File: config.mk
export PLATFORM = sky130hd
export DESIGN_NAME = result_writeback
export DESIGN_NICKNAME = d
export VERILOG_FILES = /design/src/rtl/result_writeback.sv
export SDC_FILE = /design/constraint.sdc
export NUM_CORES = 1
export LEC_CHECK = 0
export CAP_MARGIN = 40
export CELL_PAD_IN_SITES_DETAIL_PLACEMENT = 1
export CELL_PAD_IN_SITES_GLOBAL_PLACEMENT = 2
export CORE_ASPECT_RATIO = 1.2
export CORE_MARGIN = 8
export CORE_UTILIZATION = 30
export CTS_BUF_LIST = sky130_fd_sc_hd__clkbuf_4 sky130_fd_sc_hd__clkbuf_8
export CTS_CLUSTER_SIZE = 40
export DETAILED_ROUTE_END_ITERATION = 6
export PLACE_DENSITY = 0.77
export SLEW_MARGIN = 30
export SYNTH_ARGS = -nofsm -noshare
export SYNTH_HDL_FRONTEND = slang
export SYNTH_SLANG_ARGS = --single-unit
File: constraint.sdc
create_clock -name clk -period 6.15 [get_ports clk]
set_clock_uncertainty 0.1 [all_clocks]
set_input_delay 1.23 -clock clk [delete_from_list [all_inputs] [get_ports clk]]
set_output_delay 1.23 -clock clk [all_outputs]
set_load 0.005 [all_outputs]
File: src/rtl/result_writeback.sv
// result_writeback: drains the systolic-array result stream through a skid FIFO into linear memory writes.
module result_writeback #(
  parameter int DATA_W     = 16,
  parameter int O_ROWS     = 512,
  parameter int O_COLS     = 32,
  parameter int ADDR_W     = 32,
  parameter int FIFO_DEPTH = 4
) (
  input  logic              clk,
  input  logic              rst_n,
  input  logic              start,
  input  logic [ADDR_W-1:0] base_addr,
  output logic              busy,
  output logic              done,
  output logic              err_len,
  input  logic              in_valid,
  output logic              in_ready,
  input  logic [DATA_W-1:0] in_data,
  input  logic              in_last,
  output logic              mem_wr_en,
  output logic [ADDR_W-1:0] mem_wr_addr,
  output logic [DATA_W-1:0] mem_wr_data,
  input  logic              mem_wr_ready
);
  localparam int N  = O_ROWS * O_COLS;
  localparam int CW = $clog2(N + 1);
  localparam int PW = $clog2(FIFO_DEPTH);
  typedef enum logic [1:0] {IDLE, RECV, DRAIN} state_t;
  state_t state, state_nx;
  logic [DATA_W-1:0] fifo [FIFO_DEPTH];
  logic [PW-1:0] rd_ptr, wr_ptr;
  logic [PW:0] count;
  logic [CW-1:0] rx_cnt, wr_cnt;
  logic [ADDR_W-1:0] base_reg;
  logic empty, full, accept, pop, go, tail, fin;
  assign empty       = count == '0;
  assign full        = count == (PW+1)'(FIFO_DEPTH);
  // in_ready depends only on state and occupancy, never on the write side
  assign in_ready    = state == RECV && !full;
  assign accept      = in_valid && in_ready;
  assign mem_wr_en   = !empty && state != IDLE;
  assign pop         = mem_wr_en && mem_wr_ready;
  assign mem_wr_data = mem_wr_en ? fifo[rd_ptr] : '0;
  assign mem_wr_addr = base_reg + ADDR_W'(wr_cnt);
  assign go          = state == IDLE && start;
  assign tail        = rx_cnt == CW'(N - 1);
  assign fin         = wr_cnt == rx_cnt && empty;
  assign busy        = state != IDLE;
  assign done        = state == DRAIN && fin;
  always_comb begin
    state_nx = state;
    case (state)
      IDLE:    state_nx = start ? RECV : IDLE;
      RECV:    state_nx = accept && (in_last || tail) ? DRAIN : RECV;
      DRAIN:   state_nx = fin ? IDLE : DRAIN;
      default: state_nx = IDLE;
    endcase
  end
  always_ff @(posedge clk or negedge rst_n) begin
    if (!rst_n) begin
      state    <= IDLE;
      rd_ptr   <= '0;
      wr_ptr   <= '0;
      count    <= '0;
      rx_cnt   <= '0;
      wr_cnt   <= '0;
      base_reg <= '0;
      err_len  <= 1'b0;
    end else begin
      state <= state_nx;
      if (go) begin
        base_reg <= base_addr;
        rx_cnt   <= '0;
        wr_cnt   <= '0;
        err_len  <= 1'b0;
      end
      if (accept) begin
        wr_ptr <= wr_ptr + PW'(1);
        rx_cnt <= rx_cnt + CW'(1);
        if (in_last != tail) err_len <= 1'b1;
      end
      if (pop) begin
        rd_ptr <= rd_ptr + PW'(1);
        wr_cnt <= wr_cnt + CW'(1);
      end
      count <= accept && !pop ? count + (PW+1)'(1) : !accept && pop ? count - (PW+1)'(1) : count;
    end
  end
  always_ff @(posedge clk) begin
    if (accept) fifo[wr_ptr] <= in_data;
  end
endmodule
Word-level counts from Yosys, hierarchy flattened
Memory sizes are Yosys's and may differ from the RTL's.
Cells that the tools add are included.

word-level totals
  output and inout port bits = 53
  logic and storage cells = 58
  register bits = 72
  RAM bits = 64
  memories kept = 1

operators by class
  equality and inequality tests = 6
  add/sub/neg operators = 7
  multiplexer cells = 15
  reduce and logical (&&, ||, !) cells = 21

memory list
  memory  depth  bits a word  read ports  clocked after Yosys merged registers in  write ports  line  RTL
  fifo    4      16           1           0                                        1            30    logic [DATA_W-1:0] fifo [FIFO_DEPTH];

operators with widths
  kind                   number
  $mux 15                3
  $add 32x15->32         1
  $add 15x1->15 const B  2
  $mux 16                1
  $eq 15x14->1 const B   1
  $eq 15x15->1           1
  $logic_and 1x1->1      10
  $reduce_bool 2->1      4
  $mux 1                 6
  $mux 3                 2
  $pmux 2 s3             1
  $add 2x1->2 const B    2
  $logic_not 1->1        4
  $mux 2                 2
  $add 3x1->3 const B    1
  $eq 3x3->1 const B     1
  $logic_not 3->1        1
  $sub 3x1->3 const B    1
  $eq 2x1->1 const B     1
  $eq 2x2->1 const B     1
  $logic_not 2->1        1
  $logic_or 1x1->1       1
  $ne 1x1->1             1

Longest topological paths before layout
Gate-level depths: netlist of run 1.

  depth after elaboration = 8
  gate-level depth with buffers = 11
  mapped depth without buffers = 10

Least setup slack after synthesis of run 1
No wires, ideal clock.

  kind = register -> output
  start = register wr_cnt[0]
  end = output port mem_wr_addr[22]
  arrival = 2.201 ns
  cell stages (with the launch flop) = 9
  path buffers = 0
  path slack = 2.619 ns
  cells stage by stage = dfrtp_1 -> ha_1 -> fa_1 -> a21oi_1 -> o21ai_1 -> a2111oi_2 -> o31ai_4 -> nand4_1 -> xnor2_1

on the way
  word-level cells in the longest chain between the ends = 1

RTL lines
  element                 line  RTL
  start, declared         33    logic [CW-1:0] rx_cnt, wr_cnt;
  start signal, assigned  84    wr_cnt <= wr_cnt + CW'(1);
  $add 32x15->32          44    assign mem_wr_addr = base_reg + ADDR_W'(wr_cnt);
  end, declared           21    output logic [ADDR_W-1:0] mem_wr_addr,

Every way passes these cells.

Final worst setup path of run 1
  start = register wr_cnt[0]
  end = output port mem_wr_addr[26]

Same word-level chain as after synthesis.

==> metrics.txt, run 1 <==
Setup crit start kind register; Post-Layout Inst Area approximately 8600 um2; library cells used by synthesis 57; number of nets in the layout roughly 740; routability congestion estimate roughly 0.77; count of input and output buffers about 110; worst setup path category reg2out; transition time at the pin with the least slew margin 0.826 ns; CTS buffer count 17; cell at the slowest stage of the critical path clkdlybuf4s50_1; global-route wire length before repair a little under 30 mm; global-route track usage on met1 0.144; final worst path period need roughly 4.8 ns; maximum clock frequency 0.208 GHz; worst-case clock buffer depth 2; clock transition at the register clock pins on the worst setup and hold paths after CTS ~0.08 ns; peak fanout along the critical path 8; leakage about 0.0033 uW; clock tree from TritonCTS done; average vias per placed instance about 5.1; commonest non-fill, non-tap cells in the layout 105 x clkdlybuf4s50_1, 71 x dfrtp_1, 64 x edfxtp_1, 36 x nand2_1, 34 x xnor2_1; clock latency on the worst-skew pair 0.46 ns; post-cts gate resize count 0; proportion of register bits with asynchronous set or reset after synthesis 0.529; placeable core region about 22000 um2; remaining antenna violation count 0; GRT busiest layer met2; fraction of final layout cells with drive strength greater than 1 0.131; setup violators final 0; Final Hold Fails 0; run status completed; EDFF count, synth 64; maximum number of pins on one net before global-route repair 46; worst-case register-to-register setup slack 3.13 ns; wire length after detailed routing about 18 mm; total inserted antenna cells 0; Die Outline Area 28000 um2; leading cell type in the layout, fill and taps excluded clkdlybuf4s50_1; count of yosys warnings during synthesis 0; required time worst endpoint 4.82 ns; average instance area after synthesis about 12 um2; layout overhead on the synthesized area 25.5%; number of inserted filler cells in the final layout about 2400; number of sinks driven by the clock tree approximately 140; root buf cell clkbuf_8; kind of end point of the critical path output pin; cells after synthesis about 550; share of the clock period used by the worst path 0.783; power per cell area approximately 420 nW/um2; total iterations of the first detailed-routing run 4; Final Max Slew Viols 0; row count 60; DRC violations left 0; number of max-cap violations 0; top-level I/O count around 110; synthesized cell area 6850 um2; Detail Placement HPWL approximately 13 mm; placed inst area slightly above 8000 um2; Total Neg Setup Slack 0 ns; dominant register cell in the synthesized netlist dfrtp_1; via count of the first global-routing pass approximately 5600; met2 usage 0.231; unrepaired setup endpoints after global routing no; vias after detailed routing about 4800; global-route met3 utilization 0.0439; CP peak stage delay approximately 0.54 ns; Hold Path Class reg2reg; Seq/Total Area, Yosys 0.543; initial standard-cell utilization of the core 0.305; number of design-rule violations left by the first detailed-router iteration between 150 and 200; worst-case headroom to the max-slew limit 0.449; CTS hold repair buffers 0; global-route usage over all layers 0.131; H-tree depth reported by CTS 4; die extent in y 182 um; worst vdd ir 0.000165 V; flip-flop count of the largest register, all copies and words added 64; total setup buffers inserted after CTS 0; horizontal die dimension about 150 um; cells along the critical path ha_1 -> fa_1 -> a21oi_1 -> o21ai_1 -> a2111oi_2 -> o31ai_4 -> nand3_1 -> xnor2_1 -> clkdlybuf4s50_1; number of synthesized register bits ~140; residual overflow from global routing 0; detailed-route wire length per cell 19.0 um; critical path arrival between 3 and 4 ns; Post-Syn Nets 630; number of antenna violations at the first check in global routing 0
[cells in the mapped netlist, drive strengths merged (2+ instances only)]
| cell | number | area, um2 |
|---|---|---|
| mux2i | 2 | 20.0 |
| nand2 | 37 | 139 |
| mux2 | 33 | 372 |
| inv | 16 | 60.1 |
| o2111ai | 3 | 26.3 |
| o21ai | 41 | 209 |
| a211oi | 2 | 15.0 |
| and2 | 18 | 113 |
| o311ai | 3 | 26.3 |
| and3 | 17 | 111 |
| nor3 | 3 | 15.0 |
| clkbuf | 11 | 42.5 |
| ha | 23 | 288 |
| a31oi | 6 | 37.5 |
| a22o | 2 | 17.5 |
| nand3 | 27 | 135 |
| o21bai | 4 | 30.0 |
| xor2 | 18 | 158 |
| mux4 | 16 | 360 |
| a21oi | 20 | 111 |
| o31ai | 3 | 36.3 |
| a21o | 5 | 37.5 |
| o211ai | 3 | 22.5 |
| nor4 | 4 | 25.0 |
| buf | 12 | 63.8 |
| edfxtp | 64 | 1920 |
| xnor2 | 34 | 298 |
| fa | 2 | 40.0 |
| nor2 | 20 | 75.1 |
| dfrtp | 72 | 1800 |
| nand4 | 13 | 81.3 |
| o41ai | 4 | 35.0 |
[metal layers]
layer | wire (um) | share of wire
met1 | 7340 | 0.41
met3 | 1130 | 0.062
met5 | 0 | 0
met4 | 395 | 0.022
met2 | 9180 | 0.51
[final timing paths]
check                                   from               to  cells after the start
min in group asynchronous              rst_n     base_reg[27]                      2
worst min-delay path            base_reg[14]     base_reg[14]                      1
max in group asynchronous              rst_n        rd_ptr[0]                      3
worst max register to register      state[1]         count[2]                     10
worst max-delay path               wr_cnt[0]  mem_wr_addr[26]                      9
worst min register to register  base_reg[14]     base_reg[14]                      1
[logic make-up after synthesis]
| family | share of synthesized area |
|---|---|
| AND/OR/NAND/NOR | 0.110 |
| flip-flops | 0.543 |
| AO/OA/AOI/OAI | 0.0979 |
| XOR/XNOR | 0.0665 |
| multiplexers | 0.110 |
| buffers and inverters | 0.0243 |
| adder cells (fa/ha/maj) | 0.0478 |
[cell type report]
class / count / area, um2 / area share
repair buffers: 111 / 1110 / 0.129
inverters: 16 / 60.1 / 0.00698
clock inverters: 15 / 156 / 0.0182
multi-input cells: 376 / 2970 / 0.345
flip-flops and latches: 136 / 3720 / 0.433
clock buffers: 17 / 234 / 0.0272
well taps: 279 / 349 / 0.0406
[power by group]
group	switching, uW	internal (uW)	total [uW]	leakage [uW]
sequential	234	1160	1390	0.00149
clock	396	336	732	0.000196
combinational	642	853	1500	0.00164
[worst max-delay path: cells and delay by family, from the launching register on]
| family | cells | cell delay [ns] |
|---|---|---|
| buffers and inverters | 1 | 0.54 |
| XOR/XNOR | 1 | 0.14 |
| AND/OR/NAND/NOR | 1 | 0.15 |
| AO/OA/AOI/OAI | 4 | 1.08 |
| adder cells (fa/ha/maj) | 2 | 0.67 |
| flip-flops | 1 | 0.47 |
[per-stage QoR]
| step | util | instances | setup slack (ns) | total power [uW] | hold WS [ns] |
|---|---|---|---|---|---|
| 3_3_place_gp | 0.364 | 915 | 1.90 | 2870 | 0.386 |
| 2_1_floorplan | - | 551 | 2.62 | 2170 | 0.368 |
| 4_1_cts | 0.382 | 948 | 1.24 | 3690 | 0.413 |
| 5_1_grt | 0.383 | 950 | 1.10 | 3870 | 0.437 |
| 6_report | 0.383 | 950 | 1.33 | 3620 | 0.405 |
| 3_5_place_dp | 0.365 | 916 | 1.82 | 2940 | 0.393 |
Power figures use the tool's default switching activity.
==> inputs of run 2 (changes only) <==
--- a/config.mk
+++ b/config.mk
@@ -14,7 +14,7 @@
 export CTS_BUF_LIST = sky130_fd_sc_hd__clkbuf_4 sky130_fd_sc_hd__clkbuf_8
 export CTS_CLUSTER_SIZE = 40
 export DETAILED_ROUTE_END_ITERATION = 6
-export PLACE_DENSITY = 0.77
+export PLACE_DENSITY = 0.8
 export SLEW_MARGIN = 30
 export SYNTH_ARGS = -nofsm -noshare
 export SYNTH_HDL_FRONTEND = slang
==> constraint.sdc (replaced) <==
create_clock -name clk -period 4.2 [get_ports clk]
set_clock_uncertainty 0.1 [all_clocks]
set_input_delay 0.84 -clock clk [delete_from_list [all_inputs] [get_ports clk]]
set_output_delay 0.84 -clock clk [all_outputs]
set_load 0.005 [all_outputs]
==> run 2 against run 1 <==
- final cell count increased by 0.95%
- highest routed layer unchanged
- clock power up 52%
- largest power group unchanged
- first-iteration DRC count increased by 16%
- critical path type unchanged
==> metrics.txt, run 2 (synthesis results as in run 1) <==
worst-case register-to-register setup slack between 1 and 1.5 ns; layout overhead on the synthesized area 29.8%; Die Outline Area between 20000 and 30000 um2; root buf cell clkbuf_8; multi-input gate area in the final layout about 3100 um2; run status completed; number of antenna violations at the first check in global routing 0; kind of end point of the critical path output pin; total inserted antenna cells 0; count of input and output buffers 106; clock transition at the register clock pins on the worst setup and hold paths after CTS about 0.1 ns; cell at the slowest stage of the critical path clkdlybuf4s50_1; average vias per placed instance ~5.1; placeable core region 22400 um2; CTS hold repair buffers 0; peak fanout along the critical path 8; die extent in y between 150 and 200 um; CP peak stage delay roughly 0.52 ns; residual overflow from global routing 0; number of sinks driven by the clock tree 136; worst-case headroom to the max-slew limit 0.449; clock latency on the worst-skew pair roughly 0.46 ns; Worst Setup Slack post-DPL around 0.3 ns; source of the worst register-to-register timing path state[1]; Sequential cell area around 3700 um2; top-level I/O count between 100 and 150; reg-to-reg endpoint count[2]; fraction of final layout cells with drive strength greater than 1 0.175; leading cell type in the layout, fill and taps excluded clkdlybuf4s50_1; clock tree from TritonCTS done; cells along the critical path ha_2 -> fa_2 -> a21oi_2 -> o21ai_2 -> a2111oi_4 -> o31ai_4 -> buf_12 -> nand2_1 -> xnor2_1 -> clkdlybuf4s50_1; Detail Placement HPWL 13.2 mm; worst vdd ir between 0.0002 and 0.00025 V; horizontal die dimension around 150 um; total iterations of the first detailed-routing run 4; routability congestion estimate a little under 0.8; share of the clock period used by the worst path 0.969; maximum number of pins on one net before global-route repair 49; remaining antenna violation count 0; commonest non-fill, non-tap cells in the layout 98 x clkdlybuf4s50_1, 68 x dfrtp_1, 64 x edfxtp_1, 36 x nand2_1, 34 x xnor2_1; row count 60; required time worst endpoint 3.26 ns; number of design-rule violations left by the first detailed-router iteration 192; power per cell area 615 nW/um2; wire length after detailed routing roughly 19 mm; leakage roughly 0.0035 uW; initial standard-cell utilization of the core 0.305; global-route wire length before repair between 20 and 30 mm; DRC violations left 0; worst setup path category reg2out; number of nets in the layout 746; CTS buffer count 17; transition time at the pin with the least slew margin just over 0.8 ns; PnR worst setup slack 0.130 ns; Final Max Slew Viols 0; detailed-route wire length per cell between 15 and 20 um; Setup crit start kind register; flip-flop count of the largest register, all copies and words added 64; setup violators final 0; FF-to-FF path depth 10; Hold Path Class in2async; via count of the first global-routing pass 5450; total power consumption of the routed design around 5500 uW; number of inserted filler cells in the final layout 2357; final worst path period need about 4.1 ns; critical path arrival around 3.1 ns; maximum clock frequency roughly 0.25 GHz; worst-case clock buffer depth 2; H-tree depth reported by CTS 4; number of max-cap violations 0; Final Hold Fails 0; vias after detailed routing between 4000 and 5000; global-route usage over all layers 0.134
run 2: critical path: cells and delay by family (launching register included):
kind / cells / cell delay, ns
compound gates: 4 / 0.78
xor+xnor: 1 / 0.12
fa+ha+maj: 2 / 0.58
buf+inv: 2 / 0.67
flops: 1 / 0.45
simple gates: 1 / 0.08
run 2: stage by stage:
stage | hold WS (ns) | util | cell area [um2] | cells | setup TNS, ns
5_1_grt | 0.367 | 0.396 | 8890 | 959 | -0.0534
3_3_place_gp | 0.361 | 0.365 | 8180 | 917 | 0
6_report | 0.362 | 0.396 | 8890 | 959 | 0
2_1_floorplan | 0.368 | - | 6850 | 551 | 0
4_1_cts | 0.359 | 0.387 | 8690 | 950 | 0
3_5_place_dp | 0.365 | 0.366 | 8210 | 918 | 0
run 2: report_power, final:
| part | leakage [uW] | switching [uW] | internal (uW) |
|---|---|---|---|
| Combinational | 0.00177 | 1040 | 1310 |
| Clock | 0.000201 | 610 | 503 |
| Sequential | 0.00148 | 300 | 1700 |
run 2: per-layer routing:
metal  part of all wire  track usage
met3              0.057       0.0487
met5                  0            0
met1               0.42        0.151
met4             0.0087       0.0302
met2               0.51        0.236
run 2: worst max-delay path by stage:
stage	start	endpoint	slack, ns	cells past startpoint
4_1_cts	wr_cnt[2]	mem_wr_addr[27]	0.008	8
3_3_place_gp	wr_cnt[0]	mem_wr_addr[22]	0.35	9
6_report	wr_cnt[0]	mem_wr_addr[16]	0.13	10
5_1_grt	wr_cnt[12]	mem_wr_addr[17]	-0.03	8
2_1_floorplan	wr_cnt[0]	mem_wr_addr[22]	1.06	8
3_5_place_dp	wr_cnt[0]	mem_wr_addr[22]	0.31	9
run 2: layout make-up:
class,instances,area share
clock inverter,15,0.0197
timing repair buffer,120,0.137
tap,279,0.0393
multi-input combinational,376,0.352
sequential,136,0.419
clock buffer,17,0.0263
inverter,16,0.00675
run 2: timing repair:
action	in CTS	in global routing
gates resized for setup	11	25
endpoints found under the setup margin	16	19
pin swaps	3	6
hold endpoints to repair	0	0
buffers inserted	0	5
cloned	0	0
